[config.mk]
export PLATFORM = sky130hd
export DESIGN_NAME = debug_ram_arbiter
export DESIGN_NICKNAME = d
export VERILOG_FILES = /design/src/rtl/debug_ram_arbiter.sv
export SDC_FILE = /design/constraint.sdc
export NUM_CORES = 1
export LEC_CHECK = 0
export CORE_ASPECT_RATIO = 1.4
export CORE_MARGIN = 5
export CORE_UTILIZATION = 47
export DETAILED_ROUTE_END_ITERATION = 10
export PLACE_DENSITY_LB_ADDON = 0.3
export SETUP_SLACK_MARGIN = 0.5
export SYNTH_ARGS = -nofsm -noshare
export SYNTH_HDL_FRONTEND = slang
export SYNTH_SLANG_ARGS = --single-unit
[constraint.sdc]
create_clock -name clk -period 4.3 [get_ports clk]
set_input_delay 0.43 -clock clk [delete_from_list [all_inputs] [get_ports clk]]
set_output_delay 0.43 -clock clk [all_outputs]
set_load 0.05 [all_outputs]
[src/rtl/debug_ram_arbiter.sv]
// debug_ram_arbiter
//   Owns the single port of the debug RAM and shares it between the VGA
//   display reader (absolute priority, fixed 1-cycle read latency), an
//   internal clear/fill sequencer and one general client.
//
// Ports
//   clk, rst            pixel clock; asynchronous active-high reset
//   disp_rd/disp_addr   display read request and address
//   disp_data           display read data, valid the cycle after disp_rd
//   cli_req/cli_we/cli_addr/cli_wdata   client request, held until granted
//   cli_gnt             client access performed this cycle
//   cli_rvalid          one-cycle pulse, two cycles after a client read grant
//   cli_rdata           client read data, held until the next client read
//   clr_start/clr_value start a whole-RAM fill with clr_value
//   clr_busy/clr_done   fill in progress / one-cycle pulse after last write
//   starved             sticky: client waited MAX_WAIT cycles or more
//   ram_*               RAM port (synchronous read, 1-cycle latency)
//   dbg_state           current FSM state (1 = CLEAR), for observation only
//
// Client handshake: a transfer happens in every cycle with cli_req & cli_gnt.
// While cli_req & !cli_gnt the client keeps cli_we/cli_addr/cli_wdata stable.
// Grants may occur on consecutive cycles.

module debug_ram_arbiter #(
  parameter int AW       = 10,
  parameter int DW       = 8,
  parameter int MAX_WAIT = 2048
) (
  input  logic          clk,
  input  logic          rst,
  input  logic          disp_rd,
  input  logic [AW-1:0] disp_addr,
  output logic [DW-1:0] disp_data,
  input  logic          cli_req,
  input  logic          cli_we,
  input  logic [AW-1:0] cli_addr,
  input  logic [DW-1:0] cli_wdata,
  output logic          cli_gnt,
  output logic          cli_rvalid,
  output logic [DW-1:0] cli_rdata,
  input  logic          clr_start,
  input  logic [DW-1:0] clr_value,
  output logic          clr_busy,
  output logic          clr_done,
  output logic          starved,
  output logic [AW-1:0] ram_addr,
  output logic          ram_we,
  output logic [DW-1:0] ram_wdata,
  input  logic [DW-1:0] ram_rdata,
  output logic          dbg_state
);

  localparam int CW = $clog2(MAX_WAIT + 1);

  typedef enum logic [0:0] {
    ST_IDLE  = 1'b0,
    ST_CLEAR = 1'b1
  } state_t;

  state_t        state;
  logic [AW-1:0] clr_ptr;
  logic [DW-1:0] clr_value_q;
  logic          clr_slot;
  logic          rd_pend;
  logic [CW-1:0] wait_cnt;

  assign dbg_state = (state == ST_CLEAR);

  // The display path is a straight pass-through so its latency is exactly
  // the RAM's own one cycle.
  assign disp_data = ram_rdata;

  // Slot owner, decided combinationally every cycle:
  //   display > clear sequencer > client > idle.
  // rst is included so nothing is granted or written while reset is held.
  always_comb begin
    cli_gnt   = 1'b0;
    clr_slot  = 1'b0;
    ram_addr  = disp_addr;
    ram_we    = 1'b0;
    ram_wdata = '0;
    if (!rst) begin
      if (disp_rd) begin
        ram_addr = disp_addr;
      end else if (state == ST_CLEAR) begin
        clr_slot  = 1'b1;
        ram_addr  = clr_ptr;
        ram_we    = 1'b1;
        ram_wdata = clr_value_q;
      end else if (cli_req) begin
        cli_gnt   = 1'b1;
        ram_addr  = cli_addr;
        ram_we    = cli_we;
        ram_wdata = cli_wdata;
      end
    end
  end

  // Clear/fill sequencer. The pointer only advances on cycles that actually
  // own the slot, so display reads simply stretch the fill.
  always_ff @(posedge clk or posedge rst) begin
    if (rst) begin
      state       <= ST_IDLE;
      clr_ptr     <= '0;
      clr_value_q <= '0;
      clr_busy    <= 1'b0;
      clr_done    <= 1'b0;
    end else begin
      clr_done <= 1'b0;
      case (state)
        ST_IDLE: begin
          if (clr_start) begin
            state       <= ST_CLEAR;
            clr_value_q <= clr_value;
            clr_ptr     <= '0;
            clr_busy    <= 1'b1;
          end
        end
        ST_CLEAR: begin
          if (clr_slot) begin
            if (&clr_ptr) begin
              state    <= ST_IDLE;
              clr_ptr  <= '0;
              clr_busy <= 1'b0;
              clr_done <= 1'b1;
            end else begin
              clr_ptr <= clr_ptr + 1'b1;
            end
          end
        end
        default: state <= ST_IDLE;
      endcase
    end
  end

  // Client read return: grant in t, RAM data appears in t+1 and is captured
  // at the end of t+1, so the pulse lands in t+2.
  always_ff @(posedge clk or posedge rst) begin
    if (rst) begin
      rd_pend    <= 1'b0;
      cli_rvalid <= 1'b0;
      cli_rdata  <= '0;
    end else begin
      rd_pend    <= cli_gnt & ~cli_we;
      cli_rvalid <= rd_pend;
      if (rd_pend) begin
        cli_rdata <= ram_rdata;
      end
    end
  end

  // Starvation monitor: counts consecutive refused cycles. starved rises at
  // the end of the MAX_WAIT-th refused cycle and stays until reset.
  always_ff @(posedge clk or posedge rst) begin
    if (rst) begin
      wait_cnt <= '0;
      starved  <= 1'b0;
    end else if (cli_req && !cli_gnt) begin
      if (wait_cnt != CW'(MAX_WAIT)) begin
        wait_cnt <= wait_cnt + 1'b1;
      end
      if (wait_cnt >= CW'(MAX_WAIT - 1)) begin
        starved <= 1'b1;
      end
    end else begin
      wait_cnt <= '0;
    end
  end

endmodule

# [After elaboration in Yosys (flattened, before gate mapping)]
# Cells that the tools add are included.
[word_totals] ram_bits=0 elab_cells=64 romBits=0 latchBits=0 regBits=44 n_memories=0
[classes] add_sub_neg=2 div=0 reduce_logical=7 multipliers=0 n_eq_ne=5 n_lt_le_gt_ge=1 n_shift=0 n_mux=36 bitwise=3
[ops] cell="10-bit two-way mux" count=7
[ops] cell="8-bit two-way mux" count=4
[ops] cell="12-bit two-way mux" count=2
[ops] cell="1-bit two-way mux" count=20
[ops] cell="10-bit case mux with 2 select lines" count=1
[ops] cell="12-bit by 1-bit adder with 12-bit output (second input constant)" count=1
[ops] cell="12-bit by 11-bit >= comparator with 1-bit output (second input constant)" count=1
[ops] cell="12-bit != test (second input constant)" count=1
[ops] cell="10-bit by 1-bit adder with 10-bit output (second input constant)" count=1
[ops] cell="10-bit AND reduction" count=1
[ops] cell="2-bit by 1-bit != test with 1-bit output (second input constant)" count=3
[ops] cell="2-bit AND reduction" count=3
[ops] cell="1-bit case mux with 2 select lines" count=2
[ops] cell="3-bit AND reduction" count=1
[ops] cell="2-bit != test (second input constant)" count=1
[ops] cell="1-bit NOT" count=2
[ops] cell="1-bit bitwise AND" count=1
[ops] cell="1-bit logical AND" count=1
[ops] cell="1-bit zero test" count=1

# [Logic depth before layout (Yosys ltp)]
[logic_depth] word_depth=7 ltp_mapped=6 mapped_depth_nobuf=6

# [Worst setup path before layout]
# No wires, ideal clock.
[synth_timing] path_kind="input to output" startpoint="input port rst" endpoint="output port ram_wdata[0]" arrival_time_ps=2184 stages=3 n_path_buf=0 path_slack_ps=1686 path_cell_list="or2_1 > nor3b_2 > a22o_1"
[synth_between] elab_chain_cells=1
[synth_lines] element="start: declaration" line_no="30" text="input logic rst,"
[synth_lines] element="8-bit two-way mux" line_no="82" text="if (!rst) begin"
[synth_lines] element="end: declaration" line_no="48" text="output logic [DW-1:0] ram_wdata,"
# No other way between the ends.

# [Worst setup path after layout]
[layout_timing] startpoint="input port rst" endpoint="output port ram_wdata[2]"
# Same word-level chain as after synthesis.

==> flow_metrics.env <==
export IMPL_run_status="finished clean"
export IMPL_synth_xor_area_share=0.0588
export IMPL_rows=30
export IMPL_diodes=0
export IMPL_rsz0062_at_grt="no"
export IMPL_drc=0
export IMPL_synthMuxAreaShare=0.0797
export IMPL_final_min_clock_period_ns=3.46
export IMPL_drive_gt1_frac=0.100
export IMPL_overflow=0
export IMPL_cts_tree="built"
export IMPL_crit_path_max_fanout=13
export IMPL_powerDensity_mw_per_mm2=315
export IMPL_synth_area_leaders="dfrtp_1, mux2_2, nor2_1"
export IMPL_synth_area_per_cell_um2=10.1
export IMPL_grt_pass1_vias=1986
export IMPL_worst_path_buf_inv=2
export IMPL_nNetsFinal=371
export IMPL_synthTopCellsByCount="dfrtp_1, nor2_1, mux2_2"
export IMPL_path_class="in -> out"
export IMPL_setup_viol_count_final=0
export IMPL_worstMarginPinSlew_ns=0.689
export IMPL_synth_compound_area_frac=0.152
export IMPL_ir_worst_vdd_uv=242
export IMPL_clk_pin_slew_worst_paths_ns=0.08
export IMPL_synth_adder_area_share=0.0157
export IMPL_dr_first_iter_drc_count=81
export IMPL_core_region_area_mm2=0.00488
export IMPL_fin_area_mm2=0.00340
export IMPL_wl_per_cell_um=15.2
export IMPL_dr_pass1_iters=4
export IMPL_clk_latency_ns=0.29
export IMPL_cap_violations=0
export IMPL_ys_async_sr_fraction=1.00
export IMPL_fmax_mhz=289
export IMPL_die_w_um=70.2
export IMPL_critPathTopFamily="buffers and inverters"
export IMPL_grt_max_degree=45
export IMPL_vias_per_cell=5.36
export IMPL_antenna_found_initial=0
export IMPL_syn_area_mm2=0.00238
export IMPL_area_growth_synth_to_final_pct=42.4
export IMPL_final_setup_skew_ns=0.00614
export IMPL_post_synth_top_count_cell="dfrtp_1"
export IMPL_ys_seq_elements=44
export IMPL_required_ns=3.87
export IMPL_cts_resized=0
export IMPL_hold_violations=0
export IMPL_drt_total_wl_um=5800
export IMPL_worst_path_most_repeated_cell="clkdlybuf4s50_1"
export IMPL_cp_end_kind="primary output"
export IMPL_finalSetupTns_ns=0
export IMPL_yosysSeqAreaShare=0.462
export IMPL_crit_slowest_cell="clkdlybuf4s50_1"
export IMPL_yosys_area_share_simple=0.173
export IMPL_placed_area_mm2=0.00328
export IMPL_maxSlewViolCount=0
export IMPL_cts_max_level=2
export IMPL_place_gp_congestion=0.734
export IMPL_cts_hold_buf=0
export IMPL_dp_hpwl_um=4270
export IMPL_ant_nets=0
export IMPL_synth_nets=289
export IMPL_synth_top_area_frac=0.462
export IMPL_cts_sinks=44
export IMPL_yosysTopAreaCell="dfrtp_1"
export IMPL_start_util=0.489
export IMPL_grt_usage=0.175
export IMPL_synth_edf_count=0
export IMPL_dieArea_mm2=0.00662
export IMPL_postCtsSetupBuffers=0
export IMPL_worstPathArrival_ns=3.03
export IMPL_synth_warnings=0
export IMPL_io_buffer_count=90
export IMPL_slew_headroom=0.539
export IMPL_ys_types=38
export IMPL_ys_flop_type="dfrtp_1"
export IMPL_synth_top_family_by_area="simple AND/OR/NAND/NOR gates"
export IMPL_grt_first_pass_wirelength_um=9270
export IMPL_startpoint_type="primary input"
export IMPL_finish_utilization=0.696
export IMPL_slowest_delay_ns=0.82
export IMPL_period_share=0.804
export IMPL_p_leak_nw=1.40
export IMPL_fp_dieH_um=94.3
export IMPL_vias=2054
export IMPL_syn_inst=236
export IMPL_io_pins=91
export IMPL_cts_root_buf="clkbuf_8"
export IMPL_cts_max_path_buffers=2
export IMPL_cts_buffers=5
export IMPL_hold_path_class="reg -> reg"
export IMPL_path_cells="clkdlybuf4s50_1 -> or2_1 -> nor3b_2 -> a22o_1 -> clkdlybuf4s50_1"
## through the flow
stage / hold WS (ns) / setup slack, ns / power (mW) / instances
4_1_cts: 0.483 / 0.830 / 1.08 / 383
3_5_place_dp: 0.461 / 0.827 / 0.768 / 375
2_1_floorplan: 0.352 / 1.69 / 0.658 / 236
3_3_place_gp: 0.458 / 0.906 / 0.764 / 375
5_1_grt: 0.518 / 0.718 / 1.12 / 383
6_report: 0.477 / 0.843 / 1.07 / 383
## layer usage
layer	vias up	global-route usage	wire length, um
li1	1004	-	-
met1	977	0.196	2270
met2	58	0.315	3070
met3	15	0.0439	316
met4	0	0.0703	146
met5	-	0	0
## worst reg2reg max path: cells and delay by family, from the launching register on
| family | cells | cell delay (ns) |
|---|---|---|
| and+or+nand+nor | 2 | 0.64 |
| DFF | 1 | 0.68 |
| AOI/OAI and AO/OA | 1 | 0.15 |
| buffers and inverters | 1 | 0.33 |
| xor gates and xnor gates | 1 | 0.21 |
## layout make-up
class / instances / area [um2]
multi-input combinational: 166 / 1140
inverter: 6 / 22.5
fill: 394 / 1480
clock inverter: 3 / 42.5
clock buffer: 5 / 68.8
timing repair buffer: 95 / 938
tap: 64 / 80.1
sequential: 44 / 1100
## worst paths after layout
| check | cells past startpoint | start | slack (ns) | endpoint |
|---|---|---|---|---|
| worst min-delay path | 1 | starved | 0.48 | starved |
| worst min register to register | 1 | starved | 0.48 | starved |
| worst max register to register | 5 | dbg_state | 2.17 | clr_ptr[7] |
| worst max-delay path | 5 | rst | 0.84 | ram_wdata[2] |
| max in group asynchronous | 3 | rst | 3.23 | cli_rvalid |
| min in group asynchronous | 3 | rst | 0.69 | clr_value_q[7] |
## layout by cell type, fill, tap and decap left out, types with 3 or more instances in the layout
cell type	n
clkdlybuf4s50_1	90
dfrtp_1	44
nor2_1	27
mux2_2	16
nor2b_1	14
o21ai_0	12
a31oi_1	10
xor2_1	9
a22oi_1	9
a22o_1	8
nand3_1	7
nand2_1	7
xnor2_1	7
nor3_1	6
inv_1	5
clkbuf_8	5
buf_4	5
o211ai_1	4
a21oi_1	4
and3_1	3
ha_1	3
## where the power goes
part	leakage, nW	switching [mW]	internal, mW
Clock	0.0541	0.138	0.172
Combinational	0.766	0.150	0.124
Sequential	0.579	0.0369	0.449
Total	1.40	0.325	0.745
## cell families (layout without fill, tap and decap cells)
kind of cell    after synthesis  count (layout)
buf+inv                      26             109
compound gates               53              53
simple gates                 77              77
mux                          17              17
fa+ha+maj                     3               3
flops                        44              44
xor+xnor                     16              16
## sequential cells by signal (all words and copies together), names as in the netlist
name,count
cli_rdata,8
cli_rvalid,1
clr_busy,1
clr_done,1
clr_ptr,10
clr_value_q,8
dbg_state,1
rd_pend,1
starved,1
wait_cnt,12
Note: power is estimated with default switching activity, not from simulation.
